$ cat src/rtl/mips_core_pkg.sv
// Shared MIPS core types: branch outcome encoding and branch-feedback queue entry.
package mips_core_pkg;

    typedef enum logic {
        NOT_TAKEN = 1'b0,
        TAKEN     = 1'b1
    } BranchOutcome;

    // Widest PC a queue entry can hold; queue instances use ADDR_WIDTH <= this.
    localparam int unsigned FB_PC_WIDTH = 32;

    typedef struct packed {
        logic [FB_PC_WIDTH-1:0] pc;
        BranchOutcome           prediction;
    } branch_fb_entry_t;

endpackage

$ cat src/rtl/branch_fb_queue.sv
// Branch feedback queue: holds predicted branches in flight between fetch and
// execute, and returns {pc, prediction, outcome} to the predictor on resolution.
// Optional statistics counters are built when BRANCH_FB_STATS_EN is defined;
// otherwise the statistics ports are tied to zero.
module branch_fb_queue
    import mips_core_pkg::*;
#(
    parameter int unsigned DEPTH      = 8,
    parameter int unsigned ADDR_WIDTH = FB_PC_WIDTH
) (
    input  logic                       clk,
    input  logic                       rst_n,
    input  logic                       i_pred_valid,
    input  logic [ADDR_WIDTH-1:0]      i_pred_pc,
    input  BranchOutcome               i_pred_outcome,
    output logic                       o_pred_ready,
    input  logic                       i_res_valid,
    input  logic [ADDR_WIDTH-1:0]      i_res_pc,
    input  BranchOutcome               i_res_outcome,
    input  logic                       i_flush,
    output logic                       o_fb_valid,
    output logic [ADDR_WIDTH-1:0]      o_fb_pc,
    output BranchOutcome               o_fb_prediction,
    output BranchOutcome               o_fb_outcome,
    output logic                       o_err_underflow,
    output logic                       o_err_mismatch,
    output logic [$clog2(DEPTH):0]     o_count,
    output logic [31:0]                o_stat_branches,
    output logic [31:0]                o_stat_mispredicts
);

    localparam int unsigned PTR_W  = $clog2(DEPTH);
    localparam int unsigned CNT_W  = PTR_W + 1;
    localparam int unsigned STAT_W = 32;

    branch_fb_entry_t       mem_q [DEPTH];

    logic [PTR_W-1:0]       head_q, head_n;
    logic [PTR_W-1:0]       tail_q, tail_n;
    logic [CNT_W-1:0]       count_q, count_n;
    logic                   ready_q, ready_n;

    logic                   enq;
    logic                   deq;
    logic                   underflow;
    logic [ADDR_WIDTH-1:0]  head_pc;
    BranchOutcome           head_pred;

    logic                   fb_valid_q;
    logic [ADDR_WIDTH-1:0]  fb_pc_q;
    BranchOutcome           fb_pred_q;
    BranchOutcome           fb_out_q;
    logic                   err_underflow_q;
    logic                   err_mismatch_q;

    // Handshake decode and next pointer/occupancy state; flush wins over everything.
    always_comb begin
        enq       = 1'b0;
        deq       = 1'b0;
        underflow = 1'b0;
        head_n    = head_q;
        tail_n    = tail_q;
        count_n   = count_q;
        ready_n   = ready_q;
        head_pc   = ADDR_WIDTH'(mem_q[head_q].pc);
        head_pred = mem_q[head_q].prediction;

        enq       = i_pred_valid && ready_q && !i_flush;
        deq       = i_res_valid && (count_q != '0);
        underflow = i_res_valid && (count_q == '0);

        if (i_flush) begin
            head_n  = '0;
            tail_n  = '0;
            count_n = '0;
        end else begin
            if (enq) tail_n = tail_q + PTR_W'(1);
            if (deq) head_n = head_q + PTR_W'(1);
            count_n = count_q + CNT_W'(enq) - CNT_W'(deq);
        end
        ready_n = (count_n != CNT_W'(DEPTH));
    end

    // Pointer, occupancy and ready registers.
    always_ff @(posedge clk) begin
        if (!rst_n) begin
            head_q  <= '0;
            tail_q  <= '0;
            count_q <= '0;
            ready_q <= 1'b1;
        end else begin
            head_q  <= head_n;
            tail_q  <= tail_n;
            count_q <= count_n;
            ready_q <= ready_n;
        end
    end

    // Entry storage; contents are only meaningful between head and tail, so no reset.
    always_ff @(posedge clk) begin
        if (enq) begin
            mem_q[tail_q] <= '{pc: FB_PC_WIDTH'(i_pred_pc), prediction: i_pred_outcome};
        end
    end

    // Registered feedback and error pulses, one cycle after the resolution.
    always_ff @(posedge clk) begin
        if (!rst_n) begin
            fb_valid_q      <= 1'b0;
            fb_pc_q         <= '0;
            fb_pred_q       <= NOT_TAKEN;
            fb_out_q        <= NOT_TAKEN;
            err_underflow_q <= 1'b0;
            err_mismatch_q  <= 1'b0;
        end else begin
            fb_valid_q      <= deq;
            err_underflow_q <= underflow;
            err_mismatch_q  <= deq && (i_res_pc != head_pc);
            if (deq) begin
                fb_pc_q   <= head_pc;
                fb_pred_q <= head_pred;
                fb_out_q  <= i_res_outcome;
            end
        end
    end

    assign o_pred_ready    = ready_q;
    assign o_count         = count_q;
    assign o_fb_valid      = fb_valid_q;
    assign o_fb_pc         = fb_pc_q;
    assign o_fb_prediction = fb_pred_q;
    assign o_fb_outcome    = fb_out_q;
    assign o_err_underflow = err_underflow_q;
    assign o_err_mismatch  = err_mismatch_q;

`ifdef BRANCH_FB_STATS_EN
    logic [STAT_W-1:0] stat_br_q;
    logic [STAT_W-1:0] stat_mis_q;

    // Saturating counters over the feedback stream seen by the predictor.
    always_ff @(posedge clk) begin
        if (!rst_n) begin
            stat_br_q  <= '0;
            stat_mis_q <= '0;
        end else if (fb_valid_q) begin
            if (stat_br_q != '1) stat_br_q <= stat_br_q + STAT_W'(1);
            if ((fb_pred_q != fb_out_q) && (stat_mis_q != '1)) begin
                stat_mis_q <= stat_mis_q + STAT_W'(1);
            end
        end
    end

    assign o_stat_branches    = stat_br_q;
    assign o_stat_mispredicts = stat_mis_q;
`else
    assign o_stat_branches    = STAT_W'(0);
    assign o_stat_mispredicts = STAT_W'(0);
`endif

endmodule

$ cat config.mk
export PLATFORM = sky130hd
export DESIGN_NAME = branch_fb_queue
export DESIGN_NICKNAME = d
export VERILOG_FILES = /design/src/rtl/mips_core_pkg.sv /design/src/rtl/branch_fb_queue.sv
export SDC_FILE = /design/constraint.sdc
export NUM_CORES = 1
export LEC_CHECK = 0
export BUFFER_PORTS_ARGS = -buffer_cell sky130_fd_sc_hd__buf_4
export CAP_MARGIN = 20
export CORE_ASPECT_RATIO = 0.8
export CORE_UTILIZATION = 45
export DETAILED_ROUTE_END_ITERATION = 8
export GPL_ROUTABILITY_DRIVEN = 0
export MAX_ROUTING_LAYER = met4
export PLACE_DENSITY_LB_ADDON = 0.12
export SETUP_SLACK_MARGIN = 0.1
export SYNTH_ARGS = -nofsm -noshare
export SYNTH_HDL_FRONTEND = slang
export SYNTH_SLANG_ARGS = --single-unit
$ cat constraint.sdc
create_clock -name clk -period 5 [get_ports clk]
set_input_delay 0.5 -clock clk [delete_from_list [all_inputs] [get_ports clk]]
set_output_delay 0.5 -clock clk [all_outputs]
set_load 0.03 [all_outputs]
After elaboration in Yosys (flattened, before gate mapping)
Memory sizes are Yosys's and may differ from the RTL's. A register that Yosys moved wholly into a read port is not among the register bits. Cells that the tools add are included.

Register bits: 48. Bits in latches: 0. Memory bits (writable): 264. Bits in read-only memories: 0. Bits of input ports: 71. Output and inout port bits: 106. Logic and storage cells: 32. Memories kept: 1.

Add/sub/neg operators: 4. $mul: 0. Div/mod/pow operators: 0. $lt $le $gt $ge: 0. Equality and inequality tests: 2. Shifts and indexed selects: 0. Mux-type cells: 5. Bitwise logic cells: 1. Reduce and logical (&&, ||, !) cells: 9.

Memory list: mem_q (words 8, width 33, rd ports 1, clocked after memory_dff 1, write ports 1, RTL line branch_fb_queue.sv:36) `branch_fb_entry_t mem_q [DEPTH];`.

Operators by type and width (number): $ne 32x32->1 (1); $add 3x1->3 const B (2); $mux 3 (2); $logic_and 1x1->1 (5); $add 4x1->4 (1); $logic_not 4->1 (1); $mux 4 (1); $ne 4x4->1 const B (1); $reduce_bool 4->1 (1); $sub 4x1->4 (1); $mux 1 (2); $reduce_or 2->1 (1); $logic_not 1->1 (1); $not 1->1 (1).

Longest topological paths before layout
Depth after elaboration: 6. Depth in mapped cells: 15. Mapped depth without buffers: 12.

Worst setup path before layout
Ideal clock, no wire load.

Kind: register to register. Start: reg ready_q (netlist: o_pred_ready). End: mem mem_q[0][0] (netlist bit) (enable). Setup time: 0.464 ns. Data arrival time: 3.298 ns. Data required time: 4.536 ns. Path slack: 1.238 ns. Cell stages (with the launch flop): 4. Path buffers: 0. Clock period less this slack: 3.762 ns. Path through: dfxtp_1 -> nand2_1 -> or3_1 -> nor3_1.

Cells in the longest elaborated chain, start to end: 4.

RTL lines: start: declaration (RTL line branch_fb_queue.sv:41) `logic ready_q, ready_n;`; start signal: assignment (RTL line branch_fb_queue.sv:95) `ready_q <= ready_n;`; $logic_and 1x1->1 (2 in a row) (RTL line branch_fb_queue.sv:68) `enq = i_pred_valid && ready_q && !i_flush;`; $mux 1 (RTL line branch_fb_queue.sv:101) `if (enq) begin`; $mux 1 (not written as such) (RTL line branch_fb_queue.sv:102) `mem_q[tail_q] <= '{pc: FB_PC_WIDTH'(i_pred_pc), prediction: i_pred_outcome};`; end: declaration (RTL line branch_fb_queue.sv:36).

Every way passes these cells.

==> results.ini <==
[status]
status = complete, no violations

[route]
dr_total_vias = 6953
ant_nets = 0
wl_um = 28800
wire_per_inst_um = 21.6
drt-initial-drc-count = 580
drc = 0
vias_per_cell = 5.21
firstDrtPassIters = 7

[power_and_ir_drop]
ir_worst_vdd_mv = 0.287
internal-power_mw = 4.54
p_leak_nw = 5.21
clockPowerShare = 0.370
power.density_nw_per_um2 = 410
power_frac_comb = 0.137
pwr-share-seq = 0.494
p_sw_frac = 0.254
netSwitchingPower_mw = 1.55

[synth]
synth_edf_count = 264
syn_inst = 817
ys_warn_count = 0
synth.distinct_cells = 47
yosysSeqAreaShare = 0.694
synth_flop_cell = edfxtp_1
syn-cell-area_sq_um = 12900
ys_ff_latch = 315
synth_area_per_cell_sq_um = 15.8
synthArstFlopShare = 0

[grt]
grt_pass1_wl_um = 42500
grt_max_degree = 57
grt_overflow = 0
groute.usage.overall = 0.203
antenna_found_initial = 1
grt_pass1_vias = 6589

[timing]
holdWs_ns = 0.168
clock_skew_ns = 0.0232
period_minus_slack_ns = 3.11
setup_tns_ns = 0
rsz0062_at_grt = false
fin_crit_sh = 0.623
hold_viol = 0
max_freq_ghz = 0.321
drv_slew = 0
relSlewSlack = 0.305
tightest_slew_ns = 1.04
finalSetupViolCount = 0

[flow_run]
maxCapViolCount = 0

[worst_setup_path]
worst-setup-path-type = flip-flop to flip-flop
worstPathArrival_ns = 3.53
reg2reg_slack_ns = 1.89
critPathSlowestCell = dfxtp_4
required_ns = 5.41
critPathBufInv = 0
crit_fanout = 51
critPathCaptureType = flip-flop
cp_cell_sequence = mux4_2 > nor2b_1 > a221oi_1 > xnor2_1 > nand4_1 > nor4_1 > a31oi_1
critical_path.top_delay_family = flip-flops
crit_path_start_kind = flip-flop
slowest_delay_ns = 0.89

[clocking]
cts_tree = done
root_buffer = clkbuf_16
cts_resized = 0
cts_hold_buf = 0
cts_num_sinks = 315
cts_inserted_buffers = 31
cts_setup_buffers = 0
clk_latency_ns = 0.57
h-tree-depth = 1
cts.clk_slew.worst_paths_ns = 0.06
clockBufferDepth = 3

[place]
portBuffers = 112
dpl.hpwl_um = 18000

[final_layout]
area.growth.synth_to_final_pct = 15.2
drive_above_1_share = 0.215
num-nets-final = 1017

[die]
die_w_um = 191
ios = 177
rows = 55
die_y_um = 153
start_util = 0.457
die_area_sq_um = 29300
core-area_sq_um = 28200

[worst_hold_path]
hp-class = input port to flip-flop

## Yosys cell counts, types with 2 or more instances
cell type	n	share of area
buf_1	5	0.0015
mux2i_1	81	0.063
xor2_1	18	0.012
nand3_1	4	0.0016
nand2_1	68	0.020
nor2_1	29	0.0084
clkbuf_1	10	0.0029
buf_6	11	0.0096
a221oi_1	13	0.0088
nor2b_1	15	0.0073
xnor2_1	19	0.013
o22ai_1	23	0.011
a21oi_1	10	0.0039
nor4_1	2	0.00097
or3_1	2	0.00097
nor3_1	6	0.0023
nand4_1	7	0.0034
inv_1	10	0.0029
edfxtp_1	264	0.62
buf_2	8	0.0031
o211a_1	20	0.016
a21boi_0	14	0.0082
mux4_2	21	0.037
dfxtp_1	51	0.079
buf_4	67	0.039
ha_1	7	0.0068
a31oi_1	2	0.00097
nand2b_1	11	0.0053
## flip-flops by register name (all words and copies together) (netlist names), named ones only
register         cells
o_err_underflow      1
o_fb_valid           1
o_count              4
o_fb_outcome         1
mem_q              264
head_q               3
o_pred_ready         1
o_fb_prediction      1
o_fb_pc             32
o_err_mismatch       1
tail_q               3
## power by group through the flow
stage	Sequential, mW	Combinational, mW	Clock [mW]
floorplan	3.18	0.450	0
global placement	3.06	0.832	0
detailed placement	3.06	0.836	0
CTS	3.01	0.839	2.30
global route	3.01	0.895	2.41
finish	3.01	0.833	2.25
## cell usage in the layout (no fill, tap or decap), types with 15 or more instances in the layout
master | Yosys | layout
dfxtp_1 | 51 | 49
mux4_2 | 21 | 21
conb_1 | 1 | 64
xor2_1 | 18 | 18
nor2_1 | 29 | 23
buf_4 | 67 | 127
o211a_1 | 20 | 20
mux2i_1 | 81 | 81
nor2b_1 | 15 | 15
clkbuf_16 | 0 | 31
xnor2_1 | 19 | 19
nand2_1 | 68 | 68
edfxtp_1 | 264 | 264
o22ai_1 | 23 | 23
## logic make-up after synthesis
family,share of synthesized area
and+or+nand+nor,0.0552
buffers and inverters,0.0602
other,0.000291
xor gates and xnor gates,0.0251
DFF,0.694
AOI/OAI and AO/OA,0.0538
muxes,0.103
adders and majority gates,0.00835
## per-layer routing
metal  wire length, um  vias up  track usage  share of wire
met2             12800      264        0.292           0.44
met5                 0        -            -              0
met3              1950       32       0.0317          0.068
met1             13700     3463        0.307           0.48
met4               394        0       0.0370          0.014
li1                  -     3194            -              -
## path summary, 6_finish.rpt
kind / start / endpoint / cells after the start
worst min register to register: o_fb_pc[3] / o_fb_pc[3] / 2
worst max register to register: flip-flop / o_err_mismatch / 7
worst max-delay path: flip-flop / o_err_mismatch / 7
worst min-delay path: i_pred_pc[6] / mem_q[1][7] / 1
## layout make-up
type | instances | area, sq um
Sequential cell | 315 | 8960
Clock buffer | 48 | 880
Clock inverter | 10 | 104
Multi-Input combinational cell | 453 | 3450
Inverter | 10 | 37.5
Timing Repair Buffer | 127 | 953
Tap cell | 370 | 463
Fill cell | 2347 | 13400
Antenna cell | 1 | 2.50
## stage by stage
stage | power [mW] | util | setup WS, ns | instances | instance area [sq um]
2_1_floorplan | 3.63 | - | 1.24 | 880 | 13100
3_3_place_gp | 3.89 | 0.491 | 1.92 | 1275 | 13900
3_5_place_dp | 3.90 | 0.491 | 1.87 | 1275 | 13900
4_1_cts | 6.15 | 0.526 | 1.86 | 1333 | 14800
5_1_grt | 6.32 | 0.526 | 1.57 | 1334 | 14800
6_report | 6.09 | 0.526 | 1.89 | 1334 | 14800
Note: power is estimated with default switching activity, not from simulation.
